## src/rtl/photodiode_event_scheduler_pkg.sv

```systemverilog
// Shared constants and the event record for the photodiode event scheduler.
// Build option PHOTODIODE_TIMESTAMP_EN adds a 16-bit millisecond stamp to each event.
package photodiode_sched_pkg;

  localparam logic [1:0] ADDR_STATUS  = 2'd0;
  localparam logic [1:0] ADDR_EVENT   = 2'd1;
  localparam logic [1:0] ADDR_CONTROL = 2'd2;
  localparam logic [1:0] ADDR_MASK    = 2'd3;

  localparam int EV_VALID_BIT  = 31;
  localparam int EV_TYPE_BIT   = 8;
  localparam int EV_BEAM_LSB   = 0;
  localparam int EV_BEAM_W     = 3;
  localparam int EV_TS_LSB     = 12;
  localparam int EV_TS_W       = 16;

  localparam int ST_COUNT_LSB  = 0;
  localparam int ST_COUNT_W    = 5;
  localparam int ST_OVF_BIT    = 8;
  localparam int ST_STABLE_LSB = 16;

  localparam int CTRL_ENABLE   = 0;
  localparam int CTRL_IRQ_EN   = 1;
  localparam int CTRL_OVF_CLR  = 2;

  typedef struct packed {
`ifdef PHOTODIODE_TIMESTAMP_EN
    logic [EV_TS_W-1:0]   ts;
`endif
    logic                 note_on;
    logic [EV_BEAM_W-1:0] beam;
  } event_t;

  function automatic logic [31:0] pack_event(input event_t ev);
    logic [31:0] word;
    word = '0;
    word[EV_VALID_BIT] = 1'b1;
    word[EV_TYPE_BIT] = ev.note_on;
    word[EV_BEAM_LSB +: EV_BEAM_W] = ev.beam;
`ifdef PHOTODIODE_TIMESTAMP_EN
    word[EV_TS_LSB +: EV_TS_W] = ev.ts;
`endif
    return word;
  endfunction

endpackage

```

## src/rtl/photodiode_event_scheduler_if.sv

```systemverilog
// Avalon-MM register port between the HPS lightweight bridge and the scheduler.
interface photodiode_event_scheduler_if;
  logic [1:0]  avs_address;
  logic        avs_read;
  logic        avs_write;
  logic [31:0] avs_writedata;
  logic [31:0] avs_readdata;

  modport master (
    output avs_address, avs_read, avs_write, avs_writedata,
    input  avs_readdata
  );

  modport slave (
    input  avs_address, avs_read, avs_write, avs_writedata,
    output avs_readdata
  );
endinterface

```

## src/rtl/photodiode_event_scheduler_debounce.sv

```systemverilog
// Per-beam 2-flop synchroniser and debouncer; reports a one-cycle edge when a new level is accepted.
module beam_debounce #(
  parameter int DEBOUNCE_CYCLES = 50000
) (
  input  logic clk,
  input  logic i_rst,
  input  logic i_beam,
  output logic o_stable,
  output logic o_edge_on,
  output logic o_edge_off
);
  localparam int CNT_W = $clog2(DEBOUNCE_CYCLES + 1);
  localparam logic [CNT_W-1:0] CNT_LAST = CNT_W'(DEBOUNCE_CYCLES - 1);

  logic             r_sync_p0;
  logic             r_sync_p1;
  logic             r_stable;
  logic [CNT_W-1:0] r_cnt;
  logic             w_differ;
  logic             w_take;

  assign w_differ = (r_sync_p1 != r_stable);
  assign w_take   = w_differ && (r_cnt == CNT_LAST);

  always_ff @(posedge clk or posedge i_rst) begin
    if (i_rst) begin
      r_sync_p0 <= 1'b1;
      r_sync_p1 <= 1'b1;
      r_stable  <= 1'b1;
      r_cnt     <= '0;
    end else begin
      r_sync_p0 <= i_beam;
      r_sync_p1 <= r_sync_p0;
      if (w_take) begin
        r_stable <= r_sync_p1;
        r_cnt    <= '0;
      end else if (w_differ) begin
        r_cnt <= r_cnt + 1'b1;
      end else begin
        r_cnt <= '0;
      end
    end
  end

  // A broken beam (level 0) starts a note.
  assign o_stable   = r_stable;
  assign o_edge_on  = w_take && !r_sync_p1;
  assign o_edge_off = w_take &&  r_sync_p1;
endmodule

```

## src/rtl/photodiode_event_scheduler.sv

```systemverilog
// Laser-harp beam scheduler: debounced beam edges -> round-robin arbiter -> event FIFO -> Avalon-MM.
// Build option PHOTODIODE_TIMESTAMP_EN stamps each event with a free-running millisecond count.
module photodiode_event_scheduler
  import photodiode_sched_pkg::*;
#(
  parameter int NUM_BEAMS       = 8,
  parameter int DEBOUNCE_CYCLES = 50000,
  parameter int FIFO_DEPTH      = 16
) (
  input  logic                       clk,
  input  logic                       reset,
  input  logic [NUM_BEAMS-1:0]       beam_in,
  photodiode_event_scheduler_if.slave avs,
  output logic                       irq
);
  localparam int PTR_W = (FIFO_DEPTH > 1) ? $clog2(FIFO_DEPTH) : 1;
  localparam int CNT_W = PTR_W + 1;

  logic [NUM_BEAMS-1:0] w_stable, w_edge_on, w_edge_off, w_accept, w_grant_oh;
  logic [NUM_BEAMS-1:0] r_pend, r_type, r_mask;
  logic                 r_enable, r_irq_en, r_overflow, r_irq;
  logic [EV_BEAM_W-1:0] r_rr_ptr, w_grant_idx, w_scan;
  logic                 w_grant_vld, w_full, w_push, w_pop;
  logic                 w_ctrl_wr, w_mask_wr, w_pend_clr, w_ovf_set, w_ovf_clr;
  logic [PTR_W-1:0]     r_wr_ptr, r_rd_ptr;
  logic [CNT_W-1:0]     r_count;
  logic [31:0]          r_rdata, w_rdata;
  event_t               r_mem [FIFO_DEPTH];
  event_t               w_push_ev;
  logic                 w_unused;

  for (genvar b = 0; b < NUM_BEAMS; b++) begin : g_beam
    beam_debounce #(.DEBOUNCE_CYCLES(DEBOUNCE_CYCLES)) u_debounce (
      .clk       (clk),
      .i_rst     (reset),
      .i_beam    (beam_in[b]),
      .o_stable  (w_stable[b]),
      .o_edge_on (w_edge_on[b]),
      .o_edge_off(w_edge_off[b])
    );
  end

  assign w_ctrl_wr  = avs.avs_write && (avs.avs_address == ADDR_CONTROL);
  assign w_mask_wr  = avs.avs_write && (avs.avs_address == ADDR_MASK);
  assign w_pend_clr = w_ctrl_wr && !avs.avs_writedata[CTRL_ENABLE];
  assign w_ovf_clr  = w_ctrl_wr &&  avs.avs_writedata[CTRL_OVF_CLR];
  assign w_accept   = (w_edge_on | w_edge_off) & r_mask & {NUM_BEAMS{r_enable}};
  assign w_unused   = &{1'b0, avs.avs_writedata};

  // An edge landing on a beam in its grant cycle re-arms it rather than counting as overflow.
  assign w_ovf_set  = !w_pend_clr && |(w_accept & r_pend & ~w_grant_oh);

  assign w_full = (r_count == CNT_W'(FIFO_DEPTH));
  assign w_pop  = avs.avs_read && (avs.avs_address == ADDR_EVENT) && (r_count != '0);
  assign w_push = w_grant_vld;

  always_comb begin
    w_grant_vld = 1'b0;
    w_grant_idx = '0;
    w_scan      = '0;
    if (!w_full) begin
      for (int i = 0; i < NUM_BEAMS; i++) begin
        w_scan = EV_BEAM_W'((int'(r_rr_ptr) + i) % NUM_BEAMS);
        if (!w_grant_vld && r_pend[w_scan]) begin
          w_grant_vld = 1'b1;
          w_grant_idx = w_scan;
        end
      end
    end
  end

  assign w_grant_oh = w_grant_vld ? (NUM_BEAMS'(1) << w_grant_idx) : '0;

  always_ff @(posedge clk or posedge reset) begin
    if (reset) begin
      r_pend   <= '0;
      r_type   <= '0;
      r_rr_ptr <= '0;
    end else begin
      if (w_pend_clr) begin
        r_pend <= '0;
      end else begin
        r_pend <= (r_pend & ~w_grant_oh) | w_accept;
        for (int b = 0; b < NUM_BEAMS; b++) begin
          if (w_accept[b]) r_type[b] <= w_edge_on[b];
        end
      end
      if (w_grant_vld) begin
        r_rr_ptr <= (w_grant_idx == EV_BEAM_W'(NUM_BEAMS - 1)) ? '0 : w_grant_idx + 1'b1;
      end
    end
  end

`ifdef PHOTODIODE_TIMESTAMP_EN
  localparam int DIV_W = $clog2(DEBOUNCE_CYCLES + 1);
  logic [DIV_W-1:0]   r_ts_div;
  logic [EV_TS_W-1:0] r_ts;

  always_ff @(posedge clk or posedge reset) begin
    if (reset) begin
      r_ts_div <= '0;
      r_ts     <= '0;
    end else if (r_ts_div == DIV_W'(DEBOUNCE_CYCLES - 1)) begin
      r_ts_div <= '0;
      r_ts     <= r_ts + 1'b1;
    end else begin
      r_ts_div <= r_ts_div + 1'b1;
    end
  end
`endif

  always_comb begin
    w_push_ev         = '0;
    w_push_ev.note_on = r_type[w_grant_idx];
    w_push_ev.beam    = w_grant_idx;
`ifdef PHOTODIODE_TIMESTAMP_EN
    w_push_ev.ts      = r_ts;
`endif
  end

  always_ff @(posedge clk) begin
    if (w_push) r_mem[r_wr_ptr] <= w_push_ev;
  end

  always_ff @(posedge clk or posedge reset) begin
    if (reset) begin
      r_wr_ptr <= '0;
      r_rd_ptr <= '0;
      r_count  <= '0;
    end else begin
      if (w_push) r_wr_ptr <= r_wr_ptr + 1'b1;
      if (w_pop)  r_rd_ptr <= r_rd_ptr + 1'b1;
      case ({w_push, w_pop})
        2'b10:   r_count <= r_count + 1'b1;
        2'b01:   r_count <= r_count - 1'b1;
        default: r_count <= r_count;
      endcase
    end
  end

  always_ff @(posedge clk or posedge reset) begin
    if (reset) begin
      r_enable   <= 1'b0;
      r_irq_en   <= 1'b0;
      r_mask     <= '1;
      r_overflow <= 1'b0;
    end else begin
      if (w_ctrl_wr) begin
        r_enable <= avs.avs_writedata[CTRL_ENABLE];
        r_irq_en <= avs.avs_writedata[CTRL_IRQ_EN];
      end
      if (w_mask_wr) r_mask <= avs.avs_writedata[NUM_BEAMS-1:0];
      if (w_ovf_set)      r_overflow <= 1'b1;
      else if (w_ovf_clr) r_overflow <= 1'b0;
    end
  end

  always_comb begin
    w_rdata = '0;
    case (avs.avs_address)
      ADDR_STATUS: begin
        w_rdata[ST_COUNT_LSB +: ST_COUNT_W]  = ST_COUNT_W'(r_count);
        w_rdata[ST_OVF_BIT]                  = r_overflow;
        w_rdata[ST_STABLE_LSB +: NUM_BEAMS]  = w_stable;
      end
      ADDR_EVENT: begin
        if (r_count != '0) w_rdata = pack_event(r_mem[r_rd_ptr]);
      end
      ADDR_CONTROL: begin
        w_rdata[CTRL_ENABLE] = r_enable;
        w_rdata[CTRL_IRQ_EN] = r_irq_en;
      end
      default: begin
        w_rdata[NUM_BEAMS-1:0] = r_mask;
      end
    endcase
  end

  always_ff @(posedge clk or posedge reset) begin
    if (reset) begin
      r_rdata <= '0;
      r_irq   <= 1'b0;
    end else begin
      if (avs.avs_read) r_rdata <= w_rdata;
      r_irq <= r_irq_en && (r_count != '0);
    end
  end

  assign avs.avs_readdata = r_rdata;
  assign irq              = r_irq;
endmodule

```

## src/flat_wrapper.sv

```systemverilog
// flat-port wrapper written by rule: the top's interface ports become plain ports
module photodiode_event_scheduler_flat import photodiode_sched_pkg::*;
#(
  parameter int NUM_BEAMS       = 8,
  parameter int DEBOUNCE_CYCLES = 50000,
  parameter int FIFO_DEPTH      = 16
)
  (clk, reset, beam_in, irq, avs_avs_address, avs_avs_read, avs_avs_write, avs_avs_writedata, avs_avs_readdata);
  photodiode_event_scheduler_if avs_i ();
  input  logic clk;
  input  logic reset;
  input  logic [NUM_BEAMS-1:0] beam_in;
  output logic irq;
  input wire logic [$bits(avs_i.avs_address)-1:0] avs_avs_address;
  input wire logic [$bits(avs_i.avs_read)-1:0] avs_avs_read;
  input wire logic [$bits(avs_i.avs_write)-1:0] avs_avs_write;
  input wire logic [$bits(avs_i.avs_writedata)-1:0] avs_avs_writedata;
  output wire logic [$bits(avs_i.avs_readdata)-1:0] avs_avs_readdata;
  assign avs_i.avs_address = avs_avs_address;
  assign avs_i.avs_read = avs_avs_read;
  assign avs_i.avs_write = avs_avs_write;
  assign avs_i.avs_writedata = avs_avs_writedata;
  assign avs_avs_readdata = avs_i.avs_readdata;
  photodiode_event_scheduler #(.NUM_BEAMS(NUM_BEAMS), .DEBOUNCE_CYCLES(DEBOUNCE_CYCLES), .FIFO_DEPTH(FIFO_DEPTH)) u_core (.clk(clk), .reset(reset), .beam_in(beam_in), .avs(avs_i), .irq(irq));
endmodule
```

## config.mk

```make
export PLATFORM = sky130hd
export DESIGN_NAME = photodiode_event_scheduler_flat
export DESIGN_NICKNAME = d
export VERILOG_FILES = /design/src/rtl/photodiode_event_scheduler_pkg.sv /design/src/rtl/photodiode_event_scheduler_if.sv /design/src/rtl/photodiode_event_scheduler_debounce.sv /design/src/rtl/photodiode_event_scheduler.sv /design/src/flat_wrapper.sv
export SDC_FILE = /design/constraint.sdc
export NUM_CORES = 1
export LEC_CHECK = 0
export ABC_CLOCK_PERIOD_IN_PS = 10860
export BUFFER_PORTS_ARGS = -buffer_cell sky130_fd_sc_hd__buf_4
export CAP_MARGIN = 40
export CORE_MARGIN = 10
export CORE_UTILIZATION = 55
export CTS_CLUSTER_SIZE = 8
export DETAILED_ROUTE_END_ITERATION = 10
export PLACE_DENSITY = 0.71
export SLEW_MARGIN = 20
export SYNTH_ARGS = -nofsm -noshare
export SYNTH_HDL_FRONTEND = slang
export SYNTH_SLANG_ARGS = --single-unit
```

## constraint.sdc

```tcl
create_clock -name clk -period 10.86 [get_ports clk]
set_input_delay 0 -clock clk [delete_from_list [all_inputs] [get_ports clk]]
set_output_delay 0 -clock clk [all_outputs]
set_load 0.02 [all_outputs]
```

# Word level (Yosys, flattened, before mapping)

Memory sizes are Yosys's and may differ from the RTL's.
Index checks and enable logic that the tools add are counted.

Register bits: 228
Memory bits (writable): 64
Input bits: 46
Output and inout port bits: 33
Word-level logic and storage cells: 259
Memories kept: 1

Memory list:

| name         | words | width | rd ports | clocked after Yosys merged registers in | wr ports | line                             | source |
|---|---|---|---|---|---|---|---|
| u_core.r_mem | 16    | 4     | 1        | 0                                       | 1        | photodiode_event_scheduler.sv:28 | `event_t r_mem [FIFO_DEPTH];` |

Add/subtract/negate cells: 20
Order comparisons: 9
Equality and inequality tests: 23
Shifts and indexed selects: 1
Multiplexer cells: 75
Bitwise logic cells: 9
Reduce and logical (&&, ||, !) cells: 70

Operators by type and width:

| kind                                                | count |
|---|---|
| two-way mux 16 bit                                  | 16 |
| adder 16 x 1 -> 16 bit (second input constant)      | 8 |
| equality test 16 bit (second input constant)        | 8 |
| bitwise AND 8 bit                                   | 5 |
| logical AND 1 bit                                   | 39 |
| < comparator 3 x 4 -> 1 bit (second input constant) | 9 |
| two-way mux 32 bit                                  | 1 |
| two-way mux 3 bit                                   | 10 |
| two-way mux 1 bit                                   | 29 |
| binary-select mux 1 bit (select 3 bit)              | 9 |
| two-way mux 8 bit                                   | 3 |
| zero test 1 bit                                     | 17 |
| bitwise OR 8 bit                                    | 2 |
| case mux 8 bit (2 select lines)                     | 1 |
| AND reduction 2 bit                                 | 8 |
| adder 3 bit (second input constant)                 | 4 |
| case mux 5 bit (2 select lines)                     | 1 |
| case mux 3 bit (3 select lines)                     | 1 |
| adder 4 x 1 -> 4 bit (second input constant)        | 2 |
| inequality test 1 bit                               | 8 |
| NOT 8 bit                                           | 1 |
| OR reduction 8 bit                                  | 1 |
| left shift 1 x 3 -> 8 bit (first input constant)    | 1 |
| two-way mux 7 bit                                   | 1 |
| 16 further kinds                                    | 22 |

# Depth between registers and ports, before layout

Gate-level depths: netlist (run 1).

Depth after elaboration: 39
Depth in mapped cells: 19

# Modules after synthesis

Synthesis (run 1) repeated with hierarchy kept, for this count alone.

Cells, all modules: 1265
Area, all modules: 14007.2 um^2

Modules (own cells, without submodules):

| module                     | times used | cells an instance | area an instance (um^2) | seq. area each (um^2) |
|---|---|---|---|---|
| beam_debounce              | 8          | 87                | 910.9                   | 479.2 |
| photodiode_event_scheduler | 1          | 569               | 6720.2                  | 3483.3 |

# Worst setup path after synthesis (run 1)

OpenSTA, ideal clock, no wires.

Path type: register to register
From: reg u_core.r_rr_ptr[0]
To: reg u_core.r_overflow
Data arrival time: 4.143 ns
Data required time: 10.724 ns
Setup slack: 6.581 ns
Stages on the path, launching flop included: 18
Path buffers: 2
Clock period less this slack: 4.279 ns
Cells stage by stage: dfrtp_1 buf_2 inv_2 ha_1 buf_2 mux4_2 mux2_2 or3_1 a31oi_1 o31ai_1 o21ai_4 ha_1 ha_1 inv_1 o311ai_0 o211ai_1 a221oi_1 a31oi_1

Cells in the longest elaborated chain, start to end: 39
Elaborated cells on any way between the ends: 70
Classes of those cells: add/sub (7); shift (1); mux (43); bitwise (2); reduce/logical (17)

RTL lines:

| element                                                       | line                              | source |
|---|---|---|
| from (decl)                                                   | photodiode_event_scheduler.sv:22  | `logic [EV_BEAM_W-1:0] r_rr_ptr, w_grant_idx, w_scan;` |
| from (signal assigned)                                        | photodiode_event_scheduler.sv:89  | `r_rr_ptr <= (w_grant_idx == EV_BEAM_W'(NUM_BEAMS - 1)) ? '0 : w_grant_idx + 1'b1;` |
| branches (longest 30 deep; another with adder 3 x 1 -> 3 bit) | -                                 |  |
| two-way mux 3 bit *                                           | photodiode_event_scheduler.sv:64  | `if (!w_grant_vld && r_pend[w_scan]) begin` |
| two-way mux 3 bit *                                           | photodiode_event_scheduler.sv:61  | `if (!w_full) begin` |
| named net u_core.w_grant_idx[1]                               | photodiode_event_scheduler.sv:22  |  |
| left shift 1 x 3 -> 8 bit *                                   | photodiode_event_scheduler.sv:72  | `assign w_grant_oh = w_grant_vld ? (NUM_BEAMS'(1) << w_grant_idx) : '0;` |
| two-way mux 8 bit *                                           | photodiode_event_scheduler.sv:72  |  |
| NOT 8 bit *                                                   | photodiode_event_scheduler.sv:51  | `assign w_ovf_set = !w_pend_clr && \|(w_accept & r_pend & ~w_grant_oh);` |
| bitwise AND 8 bit *                                           | photodiode_event_scheduler.sv:51  |  |
| OR reduction 8 bit *                                          | photodiode_event_scheduler.sv:51  |  |
| logical AND 1 bit *                                           | photodiode_event_scheduler.sv:51  |  |
| two-way mux 1 bit or nonzero test 2 bit (tied branches)       | -                                 |  |
| to (signal assigned)                                          | photodiode_event_scheduler.sv:146 | `r_overflow <= 1'b0;` |
| to (signal assigned)                                          | photodiode_event_scheduler.sv:153 | `if (w_ovf_set) r_overflow <= 1'b1;` |
| to (signal assigned)                                          | photodiode_event_scheduler.sv:154 | `else if (w_ovf_clr) r_overflow <= 1'b0;` |
| to (decl)                                                     | photodiode_event_scheduler.sv:21  | `logic r_enable, r_irq_en, r_overflow, r_irq;` |

Mark *: on every way through the listed nets, which the timed path passes. The select of a mux whose other input is x is not followed.
A chain may end at the register's enable or synchronous reset.

# Final worst setup path (run 1)

From: reg u_core.r_rr_ptr[1]
To: reg u_core.r_overflow

Cells in the longest elaborated chain, start to end: 39
Elaborated cells on any way between the ends: 70
Classes of those cells: add/sub (7); shift (1); mux (43); bitwise (2); reduce/logical (17)

RTL lines:

| element                                                       | line |
|---|---|
| branches (longest 33 deep; another with adder 3 x 1 -> 3 bit) | - |
| two-way mux 8 bit *                                           | photodiode_event_scheduler.sv:72 |
| NOT 8 bit *                                                   | photodiode_event_scheduler.sv:51 |
| bitwise AND 8 bit *                                           | photodiode_event_scheduler.sv:51 |
| OR reduction 8 bit *                                          | photodiode_event_scheduler.sv:51 |
| logical AND 1 bit *                                           | photodiode_event_scheduler.sv:51 |
| two-way mux 1 bit or nonzero test 2 bit (tied branches)       | - |

Mark *: on every way between the ends. The select of a mux whose other input is x is not followed.

==> results of run 1 <==
==> metal layers <==
| layer | track usage (%) | share of wire, % | vias to the layer above |
|---|---|---|---|
| met2 | 30.93 | 49 | 227 |
| li1 | - | - | 4376 |
| met5 | 0 | 0 | - |
| met1 | 24.71 | 45 | 4535 |
| met3 | 3.081 | 4.6 | 35 |
| met4 | 4.793 | 1.5 | 0 |
==> final cells by class <==
type                    instances  area [sq um]
repair buffers                 70         633.1
inverters                      33         138.9
flip-flops and latches        278          7317
multi-input cells             853          5924
clock inverters                 2         17.52
clock buffers                  69          1131
fillers                      1844          8752
well taps                     324         405.4
==> cell families after synthesis <==
group,Yosys count
adders and majority gates,26
DFF,278
xor gates and xnor gates,134
AOI/OAI and AO/OA,103
buffers and inverters,88
muxes,73
and+or+nand+nor,503
other,1
==> timing repair <==
action	4_1_cts	5_1_grt
resized for setup	0	0
endpoints found under the hold margin	178	0
hold buffers	21	0
==> metrics by stage <==
step / cells / total power, mW
after global placement: 1532 / 2.434
after CTS: 1627 / 3.631
after detailed placement: 1535 / 2.472
final: 1629 / 3.605
after floorplan: 1219 / 2.206
after global routing: 1629 / 3.802
==> path summary, 6_finish.rpt <==
path | from | end | cells after the start | slack [ns]
worst max-delay path | u_core.r_rr_ptr[1] | u_core.r_overflow | 15 | 5.28
worst min-delay path | avs_avs_write | u_core.r_irq_en | 3 | 0.04
worst max register to register | u_core.r_rr_ptr[1] | u_core.r_overflow | 15 | 5.28
worst min register to register | u_core.g_beam[1].u_debounce.r_sync_p0 | u_core.g_beam[1].u_debounce.r_sync_p1 | 0 | 0.35
max in group asynchronous | reset | u_core.g_beam[3].u_debounce.r_sync_p0 | 5 | 9.76
min in group asynchronous | reset | u_core.avs.avs_readdata[5] | 3 | 0.06
==> state kept, by name (all words and copies together), names as in the netlist <==
signal,flops
u_core.r_pend,8
u_core.r_count,5
u_core.r_enable,1
u_core.r_overflow,1
u_core.g_beam.u_debounce.r_cnt,128
u_core.r_mem,64
u_core.r_rr_ptr,3
u_core.g_beam.u_debounce.r_sync_p0,8
u_core.r_irq_en,1
u_core.avs.avs_readdata,18
u_core.irq,1
u_core.r_rd_ptr,4
u_core.r_wr_ptr,4
u_core.g_beam.u_debounce.r_sync_p1,8
u_core.g_beam.u_debounce.o_stable,8
u_core.r_type,8
u_core.r_mask,8
==> power by group <==
part	switching, mW	internal [mW]	total, mW
clock network	0.436	0.701	1.14
logic	0.633	0.405	1.04
registers	0.124	1.31	1.43
total	1.19	2.41	3.60
==> cells in the final DEF, fill, tap and decap left out, types with 3 or more instances in the layout <==
cell	n
and3_1	52
a21o_1	3
mux2_2	22
o31ai_1	3
nor2b_1	10
nand3_1	63
nor2_1	189
nand2_1	99
clkbuf_16	41
xor2_1	75
nor4b_1	6
conb_1	14
xnor2_1	58
a21oi_1	18
a22o_1	9
a221oi_1	6
o21a_1	4
o21ai_0	17
or3_1	7
clkbuf_1	28
nor4_1	11
mux2i_1	18
ha_1	25
and2_1	4
edfxtp_1	64
dfrtp_1	182
dfstp_2	32
o2bb2ai_1	4
buf_4	45
inv_1	29
nand2b_1	6
nor3_1	17
dlygate4sd3_1	21
nand4_1	17
or2_2	3
a211oi_1	9
or4b_2	5
mux4_2	30
and4_1	7
==> worst max-delay path, delay by kind of cell, from the launching register on <==
family / cells / cell delay (ns)
AO/OA/AOI/OAI: 7 / 1.85
adder cells (fa/ha/maj): 3 / 1.16
buffers and inverters: 2 / 0.36
flip-flops: 1 / 0.80
multiplexers: 1 / 0.38
AND/OR/NAND/NOR: 2 / 0.89
==> impl_metrics.json, run 1 <==
{
  "syn-cell-area_sq_um": 13620,
  "cts_buffers": 40,
  "skew_ns": 0.01738,
  "worst_ep_required_time_ns": 11.24,
  "row_count": 57,
  "relSlewSlack_pct": 46.32,
  "grt_setup_unrepaired": "no",
  "arrival_ns": 5.96,
  "synth_top_family_by_area": "simple AND/OR/NAND/NOR gates",
  "whs_ns": 0.04151,
  "final_nets": 1348,
  "irDropWorstVdd_mv": 0.1626,
  "ctsHtreeMaxLevel": 2,
  "die_height_microns": 177.3,
  "cpMostUsedCell": "ha_1",
  "drc": 0,
  "synth_mux_area_share_pct": 8.464,
  "critPathMaxFanout": 22,
  "cts_setup_buffers": 0,
  "min_period_over_period_pct": 51.36,
  "synth_ff_type": "dfrtp_1",
  "yosys_warnings": 0,
  "drt_first_pass_iters": 5,
  "wire_per_inst_microns": 17.51,
  "gp_congestion": 0.8384,
  "synth_common_cells": "nor2_1, dfrtp_1, nand2_1",
  "vias": 9173,
  "maxSlewViolCount": 0,
  "period_minus_slack_ns": 5.578,
  "synth-async-reset-ratio_pct": 76.98,
  "synth_edf_count": 64,
  "synth_compound_area_share_pct": 5.955,
  "clkSlewWorstSetupHoldPaths_ns": 0.05,
  "criticalPathCategory": "flip-flop to flip-flop",
  "synth_top_area_cell": "dfrtp_1",
  "synthXorXnorAreaFrac_pct": 8.675,
  "fp.dieW_microns": 177.3,
  "final_antenna_net_count": 0,
  "stdcell_area_sq_um": 15570,
  "hold_viol": 0,
  "status": "complete, no violations",
  "cp_slowest_stage_delay_ns": 0.80,
  "tns_ns": 0,
  "tightest_slew_ns": 0.8052,
  "cts_root_buf": "clkbuf_16",
  "crit_path_start_kind": "flip-flop",
  "layout_setup_ws_ns": 5.282,
  "synthSimpleGateAreaFrac_pct": 17.55,
  "end_kind": "flip-flop",
  "dieArea_sq_um": 31450,
  "worstPathCellList": "inv_1 -> ha_1 -> mux2_1 -> a221o_1 -> o32a_1 -> nor2_2 -> a211o_1 -> and3_1 -> ha_1 -> ha_1 -> inv_1 -> o311ai_0 -> o211ai_1 -> a221oi_1 -> a31oi_1",
  "yosysUniqueCellTypes": 76,
  "grt_pass1_vias": 9444,
  "pre_cts_ws_ns": 5.291,
  "grt_first_pass_wirelength_mm": 47.86,
  "dpl-instance-area_sq_um": 14180,
  "clk_path_buf_depth": 3,
  "clock-sinks": 278,
  "power_density_nw_per_um2": 231.5,
  "synthAdderAreaFrac_pct": 2.444,
  "cts_tree": "built",
  "syn2layout_area_growth_pct": 14.34,
  "drv_cap": 0,
  "synthTopCellsByArea": "dfrtp_1, edfxtp_1, dfstp_2",
  "clock_latency_ns": 0.52,
  "vias_per_cell": 5.631,
  "synth-seq-area-share_pct": 53.74,
  "power_leakage_nw": 6.575,
  "antenna_found_initial": 0,
  "final_layout_size_suffix_gt1_share_pct": 15.25,
  "syn_inst": 1206,
  "drtIter0Drc": 620,
  "hp-class": "primary input to flip-flop",
  "dp.final_hpwl_mm": 19.24,
  "setup_viol": 0,
  "crit_slowest_cell": "dfrtp_1",
  "initial_core_util_pct": 55.99,
  "avgSynthCellArea_sq_um": 11.29,
  "io_pins": 79,
  "yosysMostFrequentCell": "nor2_1",
  "coreArea_sq_um": 24320,
  "fmax_ghz": 0.1793,
  "synth_top_area_share_pct": 33.45,
  "grt-ovfl-total": 0,
  "diodes": 0,
  "finalCoreUtilization_pct": 64.01,
  "wl_mm": 28.52,
  "grtUsageTotal_pct": 18.52,
  "grt_start_max_net_pins": 84,
  "port_buffers": 40,
  "synth_seq_cells": 278
}
Power figures use the tool's default switching activity.
==> run 2: changes to the inputs <==
Settings changed: ABC_CLOCK_PERIOD_IN_PS 10860 to 4700, PLACE_DENSITY 0.71 to 0.74.
Clock period 10.86 ns to 4.7 ns, I/O delays scaled along.
==> run 2 against run 1 <==
Effect of this change: maximum frequency up 26%; worst setup slack worse by 5.0 ns; largest cell class unchanged; sequential share of layout area down 0.14 points; flip-flop and latch count unchanged; hold slack worse by 0.010 ns; utilization up 0.19 points; sequential power up 130%; critical path depth unchanged; first-iteration DRC count up 27%; clock skew down 0.0011 ns; count of clock-buffer cells in the layout up 3.
==> impl_metrics.json, run 2 (synthesis gave the netlist of run 1 again) <==
{
  "fp.dieW_microns": 177.3,
  "tns_ns": 0,
  "period_minus_slack_ns": 4.440,
  "layout_commonest_cell": "nor2_1",
  "setup.worst_path.end": "u_core.r_overflow",
  "startpoint": "u_core.r_rr_ptr[0]",
  "tightest_slew_ns": 0.7252,
  "grt_setup_unrepaired": "no",
  "antenna_found_initial": 1,
  "final_antenna_net_count": 0,
  "clkSlewWorstSetupHoldPaths_ns": 0.05,
  "grt_first_pass_wirelength_mm": 48.04,
  "vias": 9207,
  "min_period_over_period_pct": 94.47,
  "die_height_microns": 177.3,
  "drc": 0,
  "ctsHtreeMaxLevel": 2,
  "rrSetupSlack_ns": 0.26,
  "end_kind": "flip-flop",
  "rr_worst_depth": 15,
  "drtIter0Drc": 788,
  "cts_tree": "built",
  "wl_met3_mm": 1.732,
  "met2WireLength_mm": 13.70,
  "hp-class": "primary input to flip-flop",
  "hold_viol": 0,
  "drt_first_pass_iters": 5,
  "irDropWorstVdd_mv": 0.3376,
  "relSlewSlack_pct": 51.65,
  "vias_per_cell": 5.624,
  "wl_mm": 28.93,
  "r2r-start": "u_core.r_rr_ptr[0]",
  "fmax_ghz": 0.2252,
  "nFillCells": 1879,
  "grtUsageTotal_pct": 18.63,
  "port_buffers": 40,
  "maxSlewViolCount": 0,
  "power_leakage_nw": 6.593,
  "wl_met1_mm": 12.59,
  "dp.final_hpwl_mm": 19.78,
  "initial_core_util_pct": 55.99,
  "instances_no_fill": 1637,
  "clock_latency_ns": 0.52,
  "coreArea_sq_um": 24320,
  "final_layout_size_suffix_gt1_share_pct": 15.70,
  "finalCoreUtilization_pct": 64.20,
  "grt_pass1_vias": 9457,
  "criticalPathCategory": "flip-flop to flip-flop",
  "dieArea_sq_um": 31450,
  "numPlacedInstances": 1542,
  "cts_root_buf": "clkbuf_16",
  "wire_per_inst_microns": 17.67,
  "grt-ovfl-total": 0,
  "drv_cap": 0,
  "crit_path_start_kind": "flip-flop",
  "final_nets": 1353,
  "largest_reg_flops": 128,
  "timing.rr.end": "u_core.r_overflow",
  "power_density_nw_per_um2": 539.0,
  "io_pins": 79,
  "top_layer": "met4",
  "worst_ep_required_time_ns": 5.09,
  "skew_ns": 0.01628,
  "syn2layout_area_growth_pct": 14.67,
  "critPathMaxFanout": 11,
  "dpl-instance-area_sq_um": 14220,
  "setup_viol": 0,
  "gp_congestion": 0.8704,
  "row_count": 57,
  "cts_buffers": 40,
  "clock-sinks": 278,
  "grt_start_max_net_pins": 94,
  "status": "complete, no violations",
  "stdcell_area_sq_um": 15610,
  "arrival_ns": 4.83,
  "final_cell_mix": "nor2_1, dfrtp_1, nand2_1",
  "regMostFlops": "u_core.g_beam.u_debounce.r_cnt",
  "power_mw": 8.414,
  "clk_path_buf_depth": 3
}
run 2: cell types whose count changed in the layout (fill, tap and decap cells not counted), moves of 2 or more:
cell / before / now
buf_8: 2 / 0
buf_4: 45 / 51
inv_6: 2 / 0
buf_16: 2 / 0
clkbuf_1: 28 / 30
buf_12: 0 / 2
run 2: routing by layer:
layer | up-vias | global-route usage [%]
li1 | 4392 | -
met2 | 258 | 29.64
met4 | 0 | 7.537
met5 | - | 0
met1 | 4503 | 24.77
met3 | 54 | 3.527
run 2: worst min-delay path by stage:
stage	startpoint	to	slack [ns]	cells after the start
final	avs_avs_write	u_core.r_irq_en	0.03	3
after global routing	avs_avs_write	u_core.r_irq_en	0.06	3
after CTS	avs_avs_write	u_core.r_irq_en	0.02	3
after detailed placement	reset	u_core.avs.avs_readdata[5]	0.07	2
after global placement	reset	u_core.avs.avs_readdata[5]	0.07	2
after floorplan	beam_in[0]	u_core.g_beam[0].u_debounce.r_sync_p0	0.004	0
run 2: layout make-up:
cell class | instances | area [sq um] | area share [%]
Tap cell | 324 | 405.4 | 2.597
Clock buffer | 72 | 1164 | 7.453
Antenna cell | 1 | 2.502 | 0.01603
Clock inverter | 1 | 16.27 | 0.1042
Timing Repair Buffer | 75 | 644.4 | 4.127
Inverter | 33 | 135.1 | 0.8655
Sequential cell | 278 | 7317 | 46.87
Multi-Input combinational cell | 853 | 5928 | 37.97
run 2: repair_timing:
action	in CTS	in global routing
setup endpoints to repair	0	18
hold buffers	21	0
resized for setup	0	2
buffers inserted	0	0
hold endpoints to repair	56	0
run 2: through the flow:
| stage | worst slack (ns) | hold slack, ns |
|---|---|---|
| after floorplan | 0.4206 | 0.004478 |
| after global placement | 0.3975 | 0.07456 |
| after detailed placement | 0.2118 | 0.07473 |
| after CTS | 0.2048 | 0.01597 |
| after global routing | 0.06549 | 0.06483 |
| final | 0.2600 | 0.03156 |
run 2: worst max-delay path, stage by stage (launching register included):
cell	delay [ns]
dfrtp_1	0.35
inv_2	0.09
ha_2	0.49
mux2_1	0.37
a221o_1	0.39
o32a_1	0.44
nor2_2	0.21
a211o_1	0.15
and3_1	0.34
ha_1	0.27
ha_1	0.23
inv_1	0.05
o311ai_0	0.40
o211ai_1	0.14
a221oi_1	0.25
a31oi_1	0.12
run 2: report_power, final:
group | leakage, nW | internal [mW] | switching (mW) | total, mW
clock | 0.560 | 1.66 | 1.00 | 2.66
sequential | 3.39 | 3.01 | 0.259 | 3.27
combinational | 2.64 | 0.969 | 1.51 | 2.48
total | 6.59 | 5.64 | 2.77 | 8.41
==> run 3: changes to the inputs <==
Settings changed: CORE_UTILIZATION 55 to 45, PLACE_DENSITY 0.74 to 0.62, SYNTH_HIERARCHICAL set to 1.
==> run 3 against run 2 <==
Effect of this change: register-to-register slack improved by 0.02 ns; synthesized area rose by 2.9%; flip-flop and latch count did not move; utilization fell by 12 points; hold slack barely moved; non-clock buffer count rose by 1; worst setup slack improved by 0.021 ns.
==> impl_metrics.json, run 3 <==
{
  "vias_per_cell": 5.400,
  "synth_top_area_cell": "dfrtp_1",
  "crit_path_start_kind": "flip-flop",
  "synth_compound_area_share_pct": 6.423,
  "hold_start": "avs_avs_write",
  "synth_mux_area_share_pct": 7.628,
  "setup_viol": 0,
  "stdcell_area_sq_um": 16000,
  "dp.final_hpwl_mm": 20.22,
  "port_buffers": 40,
  "power_leakage_nw": 6.237,
  "final_nets": 1412,
  "clock-sinks": 278,
  "synthTopCellsByArea": "dfrtp_1, edfxtp_1, xnor2_1",
  "holdPathStages": 3,
  "grt_first_pass_wirelength_mm": 49.61,
  "crit_slowest_cell": "ha_1",
  "avgSynthCellArea_sq_um": 11.07,
  "yosys_warnings": 6,
  "synth_common_cells": "dfrtp_1, nor2_1, xnor2_1",
  "status": "complete, no violations",
  "row_count": 64,
  "synth-async-reset-ratio_pct": 76.98,
  "clkSlewWorstSetupHoldPaths_ns": 0.06,
  "synthSimpleGateAreaFrac_pct": 18.60,
  "finalCoreUtilization_pct": 52.16,
  "synth_top_area_share_pct": 32.51,
  "grt_setup_unrepaired": "no",
  "synth_ff_type": "dfrtp_1",
  "largest_reg_flops": 128,
  "maxSlewViolCount": 0,
  "end_kind": "flip-flop",
  "hold_path_end": "u_core/r_irq_en",
  "layout_setup_ws_ns": 0.2814,
  "final_layout_size_suffix_gt1_share_pct": 15.87,
  "fp.dieW_microns": 196.4,
  "grt_pass1_vias": 9546,
  "grtUsageTotal_pct": 15.26,
  "critPathMaxFanout": 10,
  "final_antenna_net_count": 0,
  "cts_root_buf": "clkbuf_16",
  "pre_cts_ws_ns": 0.4116,
  "regMostFlops": "u_core/g_beam.u_debounce/r_cnt",
  "final_cell_mix": "nor2_1, dfrtp_1, xnor2_1",
  "synth_seq_cells": 278,
  "drc": 0,
  "fmax_ghz": 0.2263,
  "synthAdderAreaFrac_pct": 2.287,
  "synth_top_family_by_area": "simple AND/OR/NAND/NOR gates",
  "antenna_found_initial": 2,
  "synth_edf_count": 64,
  "yosysUniqueCellTypes": 72,
  "die_height_microns": 196.4,
  "drt_first_pass_iters": 5,
  "clk_path_buf_depth": 3,
  "initial_core_util_pct": 45.67,
  "power_mw": 8.900,
  "worstPathCellList": "clkinv_1 -> ha_1 -> mux2_2 -> a221o_1 -> a311o_1 -> a21oi_2 -> a22oi_1 -> a211o_1 -> a22o_1 -> ha_1 -> ha_1 -> a211oi_1 -> nor3b_1 -> a31o_1 -> o311ai_1",
  "syn2layout_area_growth_pct": 14.21,
  "skew_ns": 0.03685,
  "dieArea_sq_um": 38580,
  "syn_inst": 1265,
  "hold_viol": 0,
  "rr_worst_depth": 15,
  "grt-ovfl-total": 0,
  "clock_latency_ns": 0.54,
  "io_pins": 79,
  "drv_cap": 0,
  "tns_ns": 0,
  "criticalPathCategory": "flip-flop to flip-flop",
  "tightest_slew_ns": 0.7964,
  "synth-seq-area-share_pct": 52.24,
  "hp-class": "primary input to flip-flop",
  "ctsHtreeMaxLevel": 2,
  "wire_per_inst_microns": 16.80,
  "min_period_over_period_pct": 94.01,
  "nFillCells": 2712,
  "dpl-instance-area_sq_um": 14600,
  "period_minus_slack_ns": 4.419,
  "rrSetupSlack_ns": 0.28,
  "wl_mm": 29.66,
  "cpMostUsedCell": "ha_1",
  "cp_slowest_stage_delay_ns": 0.49,
  "cts_setup_buffers": 0,
  "cts_buffers": 40,
  "vias": 9531,
  "worst_ep_required_time_ns": 5.11,
  "arrival_ns": 4.83,
  "cts_tree": "built",
  "coreArea_sq_um": 30670,
  "grt_start_max_net_pins": 53,
  "irDropWorstVdd_mv": 0.3274,
  "drtIter0Drc": 615,
  "synthXorXnorAreaFrac_pct": 8.379,
  "power_density_nw_per_um2": 556.3,
  "timing.rr.end": "u_core/r_overflow",
  "relSlewSlack_pct": 46.50,
  "r2r-start": "u_core/r_rr_ptr[0]",
  "syn-cell-area_sq_um": 14010,
  "gp_congestion": 0.8585
}
[run 3: worst max-delay path by stage]
stage | from | endpoint | cells past startpoint
6_report | u_core/r_rr_ptr[0] | u_core/r_overflow | 15
5_1_grt | u_core/r_rr_ptr[0] | u_core/r_overflow | 15
4_1_cts | u_core/r_rr_ptr[0] | u_core/r_overflow | 15
3_5_place_dp | u_core/r_rr_ptr[0] | u_core/r_overflow | 15
3_3_place_gp | u_core/r_rr_ptr[0] | u_core/r_overflow | 15
2_1_floorplan | u_core/r_rr_ptr[0] | u_core/r_count[4] | 22
[run 3: routing by layer]
metal	wire, microns	global-route usage (%)	up-vias
li1	-	-	4619
met1	13820	20.90	4684
met2	14060	24.62	187
met3	1281	2.699	41
met4	498	3.761	0
met5	0	0	-
[run 3: worst max-delay path, delay by kind of cell (launching register included)]
| family | cells | cell delay, ns |
|---|---|---|
| AO/OA/AOI/OAI | 9 | 2.32 |
| adder cells (fa/ha/maj) | 3 | 1.01 |
| buffers and inverters | 1 | 0.08 |
| flip-flops | 1 | 0.34 |
| multiplexers | 1 | 0.41 |
| AND/OR/NAND/NOR | 1 | 0.10 |
[run 3: cells by family after synthesis]
group / Yosys count
mux: 69
fa+ha+maj: 25
compound gates: 130
flops: 278
other cells: 1
simple gates: 501
xor+xnor: 134
buf+inv: 127
[run 3: cell type report]
type	instances	area [sq um]	share of cell area, %
sequential	278	7317	45.74
inverter	72	270.3	1.689
tap	396	495.5	3.097
clock buffer	65	1105	6.906
clock inverter	3	47.55	0.2972
timing repair buffer	76	638.1	3.989
antenna	2	5.005	0.03128
multi-input combinational	873	6120	38.25
[run 3: power by group]
| group | switching (mW) | internal (mW) | total, mW |
|---|---|---|---|
| clock | 1.04 | 1.60 | 2.64 |
| sequential | 0.285 | 3.07 | 3.35 |
| combinational | 1.78 | 1.14 | 2.91 |
| total | 3.10 | 5.80 | 8.90 |
[run 3: repair_timing]
action / in CTS / in global routing
gates resized for setup: 0 / 0
hold buffers: 24 / 0
hold endpoints to repair: 184 / 0
[run 3: per-stage QoR]
stage               instances  hold slack (ns)
floorplan                1278         -0.05109
global placement         1668          0.04077
detailed placement       1671          0.03928
CTS                      1763          0.02350
global route             1765          0.02993
finish                   1765          0.03197
